<file path="src/rtl/serial_addsub_if.sv">
// rtl/serial_addsub_if.sv - request/result bundle for the chunked serial adder/subtractor
//
// Purpose: groups the operation request (start, a, b, sub) and the status/result
// outputs (busy, done, result, zf, nz, cf, of) of serial_addsub.
// Modports:
//   master - drives start/a/b/sub, observes busy/done/result/flags
//   slave  - the serial_addsub side
interface serial_addsub_if;
  logic        start;
  logic [31:0] a;
  logic [31:0] b;
  logic        sub;
  logic        busy;
  logic        done;
  logic [31:0] result;
  logic        zf;
  logic        nz;
  logic        cf;
  logic        of;

  modport master (
    output start, a, b, sub,
    input  busy, done, result, zf, nz, cf, of
  );

  modport slave (
    input  start, a, b, sub,
    output busy, done, result, zf, nz, cf, of
  );
endinterface

</file>
<file path="src/rtl/serial_addsub.sv">
// rtl/serial_addsub.sv - 32-bit add/subtract processed CHUNK_W bits per cycle
//
// Purpose: computes a+b or a-b over N = 32/CHUNK_W cycles, LSB slice first, and
// publishes the result together with zero/non-zero/carry/overflow flags.
// Ports:
//   clk    - rising-edge clock
//   rst_n  - asynchronous active-low reset
//   bus    - serial_addsub_if.slave: start/a/b/sub in; busy/done/result/zf/nz/cf/of out
// Parameter:
//   CHUNK_W - bits per cycle (4, 8 or 16)
module serial_addsub #(
  parameter int CHUNK_W = 8
) (
  input logic           clk,
  input logic           rst_n,
  serial_addsub_if.slave bus
);

  localparam int N     = 32 / CHUNK_W;
  localparam int IDX_W = (N > 1) ? $clog2(N) : 1;

  typedef enum logic [1:0] {IDLE, RUN, DONE} state_t;

  state_t state_q, state_d;

  // op_a doubles as the partial-sum register: each cycle its low slice is
  // consumed and the new sum slice enters at the top, so after N cycles it
  // holds the whole result.
  logic [31:0]      op_a_q;
  logic [31:0]      op_b_q;
  logic             carry_q;
  logic [IDX_W-1:0] idx_q;

  logic [31:0] result_q;
  logic        zf_q, nz_q, cf_q, of_q;

  logic             accept;
  logic             last;
  logic [CHUNK_W:0] slice_sum;
  logic [31:0]      full_sum;
  logic             carry_into_msb;

  always_comb begin
    accept    = bus.start && (state_q != RUN);
    last      = (idx_q == IDX_W'(N - 1));
    slice_sum = {1'b0, op_a_q[CHUNK_W-1:0]} + {1'b0, op_b_q[CHUNK_W-1:0]}
              + {{CHUNK_W{1'b0}}, carry_q};
    full_sum  = {slice_sum[CHUNK_W-1:0], op_a_q[31:CHUNK_W]};
    // Sum bit = a ^ b ^ carry_in, so the carry into the top bit of the slice
    // is recovered from the sum bit and both operand bits.
    carry_into_msb = slice_sum[CHUNK_W-1] ^ op_a_q[CHUNK_W-1] ^ op_b_q[CHUNK_W-1];
  end

  always_ff @(posedge clk or negedge rst_n) begin
    if (!rst_n) state_q <= IDLE;
    else        state_q <= state_d;
  end

  always_comb begin
    state_d = state_q;
    case (state_q)
      IDLE:    if (accept) state_d = RUN;
      RUN:     if (last)   state_d = DONE;
      DONE:    state_d = accept ? RUN : IDLE;
      default: state_d = IDLE;
    endcase
  end

  always_ff @(posedge clk or negedge rst_n) begin
    if (!rst_n) begin
      op_a_q   <= '0;
      op_b_q   <= '0;
      carry_q  <= 1'b0;
      idx_q    <= '0;
      result_q <= '0;
      zf_q     <= 1'b0;
      nz_q     <= 1'b0;
      cf_q     <= 1'b0;
      of_q     <= 1'b0;
    end else if (accept) begin
      // Subtraction is a + ~b + 1: the +1 enters as the initial carry.
      op_a_q  <= bus.a;
      op_b_q  <= bus.sub ? ~bus.b : bus.b;
      carry_q <= bus.sub;
      idx_q   <= '0;
    end else if (state_q == RUN) begin
      op_a_q  <= full_sum;
      op_b_q  <= {{CHUNK_W{1'b0}}, op_b_q[31:CHUNK_W]};
      carry_q <= slice_sum[CHUNK_W];
      idx_q   <= idx_q + IDX_W'(1);
      if (last) begin
        result_q <= full_sum;
        zf_q     <= (full_sum == 32'd0);
        nz_q     <= (full_sum != 32'd0);
        cf_q     <= slice_sum[CHUNK_W];
        of_q     <= slice_sum[CHUNK_W] ^ carry_into_msb;
      end
    end
  end

  assign bus.busy   = (state_q == RUN);
  assign bus.done   = (state_q == DONE);
  assign bus.result = result_q;
  assign bus.zf     = zf_q;
  assign bus.nz     = nz_q;
  assign bus.cf     = cf_q;
  assign bus.of     = of_q;

endmodule
</file>
<file path="src/flat_wrapper.sv">
// flat-port wrapper written by rule: the top's interface ports become plain ports
module serial_addsub_flat 
#(
  parameter int CHUNK_W = 8
)
  (clk, rst_n, bus_start, bus_a, bus_b, bus_sub, bus_busy, bus_done, bus_result, bus_zf, bus_nz, bus_cf, bus_of);
  serial_addsub_if bus_i ();
  input logic clk;
  input logic rst_n;
  input wire logic [$bits(bus_i.start)-1:0] bus_start;
  input wire logic [$bits(bus_i.a)-1:0] bus_a;
  input wire logic [$bits(bus_i.b)-1:0] bus_b;
  input wire logic [$bits(bus_i.sub)-1:0] bus_sub;
  output wire logic [$bits(bus_i.busy)-1:0] bus_busy;
  output wire logic [$bits(bus_i.done)-1:0] bus_done;
  output wire logic [$bits(bus_i.result)-1:0] bus_result;
  output wire logic [$bits(bus_i.zf)-1:0] bus_zf;
  output wire logic [$bits(bus_i.nz)-1:0] bus_nz;
  output wire logic [$bits(bus_i.cf)-1:0] bus_cf;
  output wire logic [$bits(bus_i.of)-1:0] bus_of;
  assign bus_i.start = bus_start;
  assign bus_i.a = bus_a;
  assign bus_i.b = bus_b;
  assign bus_i.sub = bus_sub;
  assign bus_busy = bus_i.busy;
  assign bus_done = bus_i.done;
  assign bus_result = bus_i.result;
  assign bus_zf = bus_i.zf;
  assign bus_nz = bus_i.nz;
  assign bus_cf = bus_i.cf;
  assign bus_of = bus_i.of;
  serial_addsub #(.CHUNK_W(CHUNK_W)) u_core (.clk(clk), .rst_n(rst_n), .bus(bus_i));
endmodule
</file>
<file path="config.mk">
export PLATFORM = sky130hd
export DESIGN_NAME = serial_addsub_flat
export DESIGN_NICKNAME = d
export VERILOG_FILES = /design/src/rtl/serial_addsub_if.sv /design/src/rtl/serial_addsub.sv /design/src/flat_wrapper.sv
export SDC_FILE = /design/constraint.sdc
export NUM_CORES = 1
export LEC_CHECK = 0
export CELL_PAD_IN_SITES_DETAIL_PLACEMENT = 0
export CELL_PAD_IN_SITES_GLOBAL_PLACEMENT = 1
export CORE_ASPECT_RATIO = 1.25
export CORE_UTILIZATION = 40
export DETAILED_ROUTE_END_ITERATION = 10
export PLACE_DENSITY_LB_ADDON = 0.1
export SYNTH_ARGS = -nofsm -noshare
export SYNTH_HDL_FRONTEND = slang
export SYNTH_SLANG_ARGS = --single-unit
</file>
<file path="constraint.sdc">
create_clock -name clk -period 6 [get_ports clk]
set_input_delay 1.2 -clock clk [delete_from_list [all_inputs] [get_ports clk]]
set_output_delay 1.2 -clock clk [all_outputs]
set_load 0.03 [all_outputs]
</file>
Word-level counts from Yosys, hierarchy flattened:

Cells that the tools add are included.

* add/subtract/negate cells: 3
* eq/ne operators: 6
* bitwise operators: 5
* multiplexer cells: 13
* reductions and logical operators: 7

Operator list (number)
* $mux 32: 5
* $logic_not 32->1: 1
* $not 32->32: 1
* $reduce_bool 32->1: 1
* $add 8x8->9: 1
* $add 9x1->9: 1
* $mux 2: 4
* $ne 2x1->1 const B: 3
* $pmux 2 s3: 1
* $eq 2x2->1 const B: 2
* $mux 1: 3
* $reduce_and 3->1: 1
* $xor 1x1->1: 3
* $add 2x1->2 const B: 1
* $eq 2x1->1 const B: 1
* $logic_not 2->1: 1
* $reduce_and 2->1: 1
* $reduce_bool 2->1: 1
* $logic_and 1x1->1: 1
* $not 1->1: 1

* bits of input ports: 68
* register bits after elaboration: 105
* output and inout port bits: 38
* word-level logic and storage cells: 44

Depth between registers and ports, before layout:

Gate-level depths: netlist (run 1).

* word-level depth: 5
* mapped depth: 9
* depth with buffers taken out: 9

Worst setup path after synthesis (run 1):

Ideal clock, no wire load.

* kind: reg2out
* start point: reg u_core.state_q[1]
* end point: out bus_busy
* buffers on the path: 2
* stages on the path, launching flop included: 5
* setup slack: 3.363 ns
* arrival time: 1.437 ns
* cell sequence: dfrtp_1 -> nand2b_1 -> inv_2 -> clkbuf_1 -> buf_1

* cells in the longest elaborated chain, start to end: 1

RTL lines
* from (decl): RTL line serial_addsub.sv:24 `state_t state_q, state_d;`
* from (signal assigned): RTL line serial_addsub.sv:56 `else state_q <= state_d;`
* $eq 2x1->1: RTL line serial_addsub.sv:101 `assign bus.busy = (state_q == RUN);`
* to (decl): RTL line flat_wrapper.sv:14 `output wire logic [$bits(bus_i.busy)-1:0] bus_busy;`

Every way passes these cells.

Worst setup path after layout (run 1):

* start point: reg u_core.state_q[0]
* end point: out bus_busy

The elaborated chain is that of the path after synthesis.

==> results of run 1 <==
[critical path, delay by kind of cell (launching register included)]
kind / cells / cell delay (ns)
buffers and inverters: 2 / 1.38
DFF: 1 / 0.40
and+or+nand+nor: 1 / 0.15
[per-stage QoR]
| stage | setup slack (ns) | power, W | cells |
|---|---|---|---|
| floorplan | 3.36 | 0.00233 | 536 |
| global placement | 2.91 | 0.00287 | 775 |
| detailed placement | 2.82 | 0.00291 | 775 |
| CTS | 2.49 | 0.00353 | 791 |
| global route | 2.36 | 0.00375 | 791 |
| finish | 2.51 | 0.00348 | 791 |
[logic make-up (layout without fill, tap and decap cells)]
family | count (synthesis) | after routing
AO/OA/AOI/OAI | 116 | 116
flip-flops | 105 | 105
buffers and inverters | 41 | 132
XOR/XNOR | 40 | 40
AND/OR/NAND/NOR | 189 | 189
adder cells (fa/ha/maj) | 10 | 10
multiplexers | 35 | 35
[worst paths after layout]
path                                          to  depth (start not counted)  slack, ns                   from
max                                     bus_busy                          3       2.51      u_core.state_q[0]
min                        u_core.bus.result[19]                          2       0.47  u_core.bus.result[19]
max reg2reg                        u_core.bus.nz                          9       3.00      u_core.state_q[1]
min reg2reg                u_core.bus.result[19]                          2       0.47  u_core.bus.result[19]
max in group asynchronous       u_core.op_a_q[3]                          2       3.95                  rst_n
min in group asynchronous  u_core.bus.result[19]                          1       0.85                  rst_n
[cell type report]
cell class / count / share of cell area, %
flip-flops and latches: 105 / 40.2
clock inverters: 7 / 1.30
multi-input cells: 390 / 35.1
well taps: 164 / 3.14
repair buffers: 109 / 16.4
inverters: 7 / 0.421
clock buffers: 9 / 3.45
[where the power goes]
group	total (W)	switching (W)	internal (W)
clock	0.000608	0.000276	0.000333
sequential	0.00129	0.000258	0.00104
combinational	0.00158	0.000933	0.000646
total	0.00348	0.00147	0.00201
[registers in the layout (all words and copies together), names as in the netlist, 2 cells and up]
name	cells
u_core.bus.result	32
u_core.op_b_q	32
u_core.op_a_q	32
u_core.idx_q	2
u_core.state_q	2
[cell usage after synthesis, types with 3 or more instances]
library cell	count	area (um^2)
nand3_1	5	25.0
a211oi_1	13	97.6
buf_1	3	11.3
nor4_1	6	37.5
inv_1	4	15.0
nor3_1	3	15.0
dfrtp_1	105	2630
buf_2	10	50.1
a21oi_1	32	160
nand2_1	122	458
o21ai_0	58	290
clkbuf_1	21	78.8
xnor2_1	39	342
nor2b_1	6	37.5
mux2i_1	28	280
ha_1	8	100
nor2_1	42	158
mux2_2	7	78.8
[layer usage]
layer | global-route usage, % | vias up | part of all wire (%)
li1 | - | 1968 | -
met1 | 24.5 | 1863 | 45
met2 | 33.5 | 74 | 51
met3 | 3.71 | 11 | 3.2
met4 | 6.21 | 0 | 1.6
met5 | 0 | - | 0
==> flow_summary_export.csv, run 1 <==
group,metric,value,unit
sta,slew_headroom,40.1,%
placed_design,dp_hpwl,8.80,mm
route,drtPass1Iterations,4,
placed_design,numPortBuffers,105,
setup_path,crit_arrival,2.29,ns
floorplanning,core,12300,um^2
floorplanning,pin_count,106,
setup_path,cpPeakStageDelay,0.80,ns
floorplanning,dieArea,13200,um^2
sta,setup_tns,0,ns
final_layout,multi_input_area,2300,um^2
grt,grt_start_max_net_pins,71,
job,cap_violations,0,
route,drc_errors,0,
setup_path,cp_data_required_time,4.80,ns
final_layout,diodes,0,
clock_tree,post_cts_buffers,0,
route,drt-total-wl,12.2,mm
floorplanning,fp.dieW,103,um
sta,fin_worst_skew,0.00684,ns
synthesis,synth-seq-area-share,51.6,%
synthesis,ys_ff_latch,105,
sta,setup_violations,0,
synthesis,syn_inst,536,
clock_tree,cts-resized-gates,0,
final_layout,area_growth,28.4,%
synthesis,synth_ff_type,"dfrtp_1",
clock_tree,root_buffer,"clkbuf_16",
clock_tree,numCtsBuffers,9,
synthesis,synth.distinct_cells,37,
hold_path,hold_path.class,"flip-flop to flip-flop",
route,drt-wirelength-per-cell,15.4,um
clock_tree,cts_sinks,105,
setup_path,endpoint_kind,"output pin",
clock_tree,clk_pin_slew,0.07,ns
route,drt-initial-drc-count,174,
synthesis,async_flop_share,100,%
final_layout,fin_util,53.2,%
sta,slew_viol_final,0,
synthesis,syn_area,5090,um^2
synthesis,synth-simple-area-share,15.2,%
grt,grt_pass1_wl,19.4,mm
sta,fmax,287,MHz
final_layout,drive_gt1_share,6.38,%
sta,worst_pin_slew,0.898,ns
synthesis,synth_edf_count,0,
sta,rsz0062_at_grt,"no",
floorplanning,die_height,128,um
floorplanning,start_util,41.5,%
placed_design,detailed_place.area,6220,um^2
floorplanning,rows,45,
clock_tree,clk_latency,0.34,ns
final_layout,fill_cells,1179,
setup_path,critPathLaunchType,"flip-flop",
final_layout,final_area,6540,um^2
grt,overflow,0,
grt,grt_pass1_vias,3833,
pwr,p_leak,2.86,nW
setup_path,cpMaxStageDelayCell,"clkdlybuf4s50_1",
setup_path,path_cells,"nand2b_1 > clkinv_2 > clkdlybuf4s50_1",
sta,finalHoldViolCount,0,
pwr,peakVddDrop,0.190,mV
route,route.vias.total,3916,
sta,period_share,58.1,%
clock_tree,clockBufferDepth,2,
clock_tree,h-tree-depth,3,
sta,holdWs,0.473,ns
placed_design,place_congestion,0.789,
sta,min_period,3.49,ns
synthesis,yosys-mux-area-fraction,7.06,%
synthesis,synth_xor_area_share,6.88,%
final_layout,final_common_cell,"nand2_1",
setup_path,critPathKind,"flip-flop to output pin",
synthesis,synth_area_per_cell,9.50,um^2
synthesis,synth_warnings,0,
synthesis,synth_compound_area_share,13.2,%
grt,track_usage,19.5,%
synthesis,synth_adder_area_share,2.75,%
synthesis,synth_top_family_by_area,"simple AND/OR/NAND/NOR gates",
route,viasPerCell,4.95,
clock_tree,cts_tree,"built",
clock_tree,postCtsHoldBufs,0,
run_status,status,"completed",
route,drtAntennaViolNets,0,
grt,antenna_found_initial,0,
synthesis,syn_nets,614,
pwr,power_density,533,nW/um^2
final_layout,layout_common_cells,"nand2_1, dfrtp_1, clkdlybuf4s50_1",
final_layout,seq_area,2630,um^2
final_layout,final_nets,700,
setup_path,path_max_fanout,57,
No activity file was read; power rests on OpenSTA's default activity.
==> run 2: changes to the inputs <==
--- a/config.mk
+++ b/config.mk
@@ -8,7 +8,7 @@
 export CELL_PAD_IN_SITES_DETAIL_PLACEMENT = 0
 export CELL_PAD_IN_SITES_GLOBAL_PLACEMENT = 1
 export CORE_ASPECT_RATIO = 1.25
-export CORE_UTILIZATION = 40
+export CORE_UTILIZATION = 39
 export DETAILED_ROUTE_END_ITERATION = 10
 export PLACE_DENSITY_LB_ADDON = 0.1
 export SYNTH_ARGS = -nofsm -noshare
==> constraint.sdc (replaced) <==
create_clock -name clk -period 3.4 [get_ports clk]
set_input_delay 0.68 -clock clk [delete_from_list [all_inputs] [get_ports clk]]
set_output_delay 0.68 -clock clk [all_outputs]
set_load 0.03 [all_outputs]
==> flow_summary_export.csv, run 2 (synthesis results as in run 1) <==
group,metric,value,unit
clock_tree,cts_sinks,105,
grt,grt_pass1_vias,3821,
setup_path,r2r_start,"u_core.carry_q",
pwr,p_sw_share,42.1,%
floorplanning,core,12700,um^2
route,drt-initial-drc-count,179,
sta,setup_tns,0,ns
floorplanning,pin_count,106,
sta,slew_headroom,39.3,%
placed_design,place_congestion,0.824,
clock_tree,numCtsBuffers,9,
pwr,pwr-share-comb,45.7,%
job,cap_violations,0,
sta,worst_slack,0.805,ns
final_layout,diodes,0,
floorplanning,fp.dieW,104,um
setup_path,cp_data_required_time,3.62,ns
route,drt-wirelength-per-cell,15.9,um
final_layout,area_growth,29.0,%
floorplanning,start_util,40.0,%
clock_tree,post_cts_buffers,0,
pwr,switchingPower,0.00260,W
grt,grt_pass1_wl,20.5,mm
placed_design,numPortBuffers,105,
pwr,p_leak,2.87,nW
floorplanning,die_height,130,um
floorplanning,rows,46,
sta,slew_viol_final,0,
setup_path,critPathKind,"flip-flop to flip-flop",
route,drt-total-wl,12.7,mm
pwr,power_frac_clock,17.3,%
route,drc_errors,0,
placed_design,dp_hpwl,9.22,mm
pwr,power_density,940,nW/um^2
final_layout,final_nets,704,
clock_tree,clk_pin_slew,0.07,ns
setup_path,setup.worst_path.start,"u_core.carry_q",
clock_tree,cts_tree,"built",
sta,rsz0062_at_grt,"no",
sta,fin_worst_skew,0.00646,ns
setup_path,critPathLaunchType,"flip-flop",
route,drtPass1Iterations,5,
grt,track_usage,19.8,%
pwr,internal-power,0.00357,W
clock_tree,postCtsHoldBufs,0,
sta,period_share,76.3,%
clock_tree,clk_latency,0.35,ns
grt,antenna_found_initial,0,
sta,finalHoldViolCount,0,
clock_tree,cts-resized-gates,0,
clock_tree,h-tree-depth,3,
setup_path,endpoint_kind,"flip-flop",
placed_design,post-place-ws,0.797,ns
route,viasPerCell,4.92,
sta,fmax,385,MHz
final_layout,fin_util,51.6,%
sta,min_period,2.60,ns
sta,setup_violations,0,
floorplanning,dieArea,13500,um^2
final_layout,drive_gt1_share,6.97,%
final_layout,final_common_cell,"nand2_1",
setup_path,crit_arrival,2.81,ns
pwr,peakVddDrop,0.400,mV
route,route.vias.total,3931,
sta,worst_pin_slew,0.910,ns
setup_path,path_max_fanout,3,
pwr,pwr-share-seq,37.1,%
route,drtAntennaViolNets,0,
clock_tree,root_buffer,"clkbuf_16",
grt,overflow,0,
pwr,power,0.00617,W
final_layout,layout_common_cells,"nand2_1, dfrtp_1, clkdlybuf4s50_1",
run_status,status,"completed",
hold_path,hold_path.class,"input pin to async pin",
grt,grt_start_max_net_pins,67,
clock_tree,clockBufferDepth,2,
## run 2: worst paths after layout
path / end / slack (ns) / cells past startpoint
max in group asynchronous: u_core.op_a_q[23] / 2.31 / 2
setup reg to reg: u_core.bus.of / 0.80 / 8
hold reg to reg: u_core.bus.result[7] / 0.47 / 2
hold / removal: u_core.bus.result[23] / 0.33 / 1
setup / recovery: u_core.bus.of / 0.80 / 8
min in group clk: u_core.bus.result[7] / 0.47 / 2
## run 2: metal layers
layer / up-vias / track usage (%) / wire, um
met5: - / 0 / 0
met4: 0 / 10.0 / 403
li1: 1985 / - / -
met1: 1824 / 24.6 / 5510
met2: 101 / 34.2 / 6340
met3: 21 / 2.65 / 449
## run 2: layout make-up
cell class,instances,area (um^2)
flip-flops and latches,105,2630
clock buffers,10,239
inverters,7,27.5
well taps,168,210
repair buffers,113,1100
clock inverters,6,67.6
fillers,1220,6150
multi-input cells,390,2300
## run 2: worst max-delay path, stage by stage (launching register included)
cell and delay (ns):
dfrtp_1 0.40, fa_1 0.51, fa_1 0.43, a21oi_1 0.19
o22ai_1 0.16, o41ai_2 0.36, xnor2_1 0.20, xnor2_1 0.14
o21ai_1 0.08
## run 2: per-stage QoR
| step | instances | instance area [um^2] | hold WS, ns |
|---|---|---|---|
| 2_1_floorplan | 536 | 5090 | 0.384 |
| 5_1_grt | 799 | 6570 | 0.362 |
| 3_5_place_dp | 783 | 6260 | 0.462 |
| 4_1_cts | 799 | 6570 | 0.341 |
| 6_report | 799 | 6570 | 0.329 |
| 3_3_place_gp | 783 | 6260 | 0.458 |
## run 2: power groups by stage
| stage | combinational (W) | sequential, W | clock (W) |
|---|---|---|---|
| detailed placement | 0.00285 | 0.00232 | 0 |
| finish | 0.00282 | 0.00229 | 0.00107 |
| global route | 0.00312 | 0.00237 | 0.00114 |
| CTS | 0.00286 | 0.00230 | 0.00109 |
| floorplan | 0.00158 | 0.00253 | 0 |
| global placement | 0.00280 | 0.00230 | 0 |
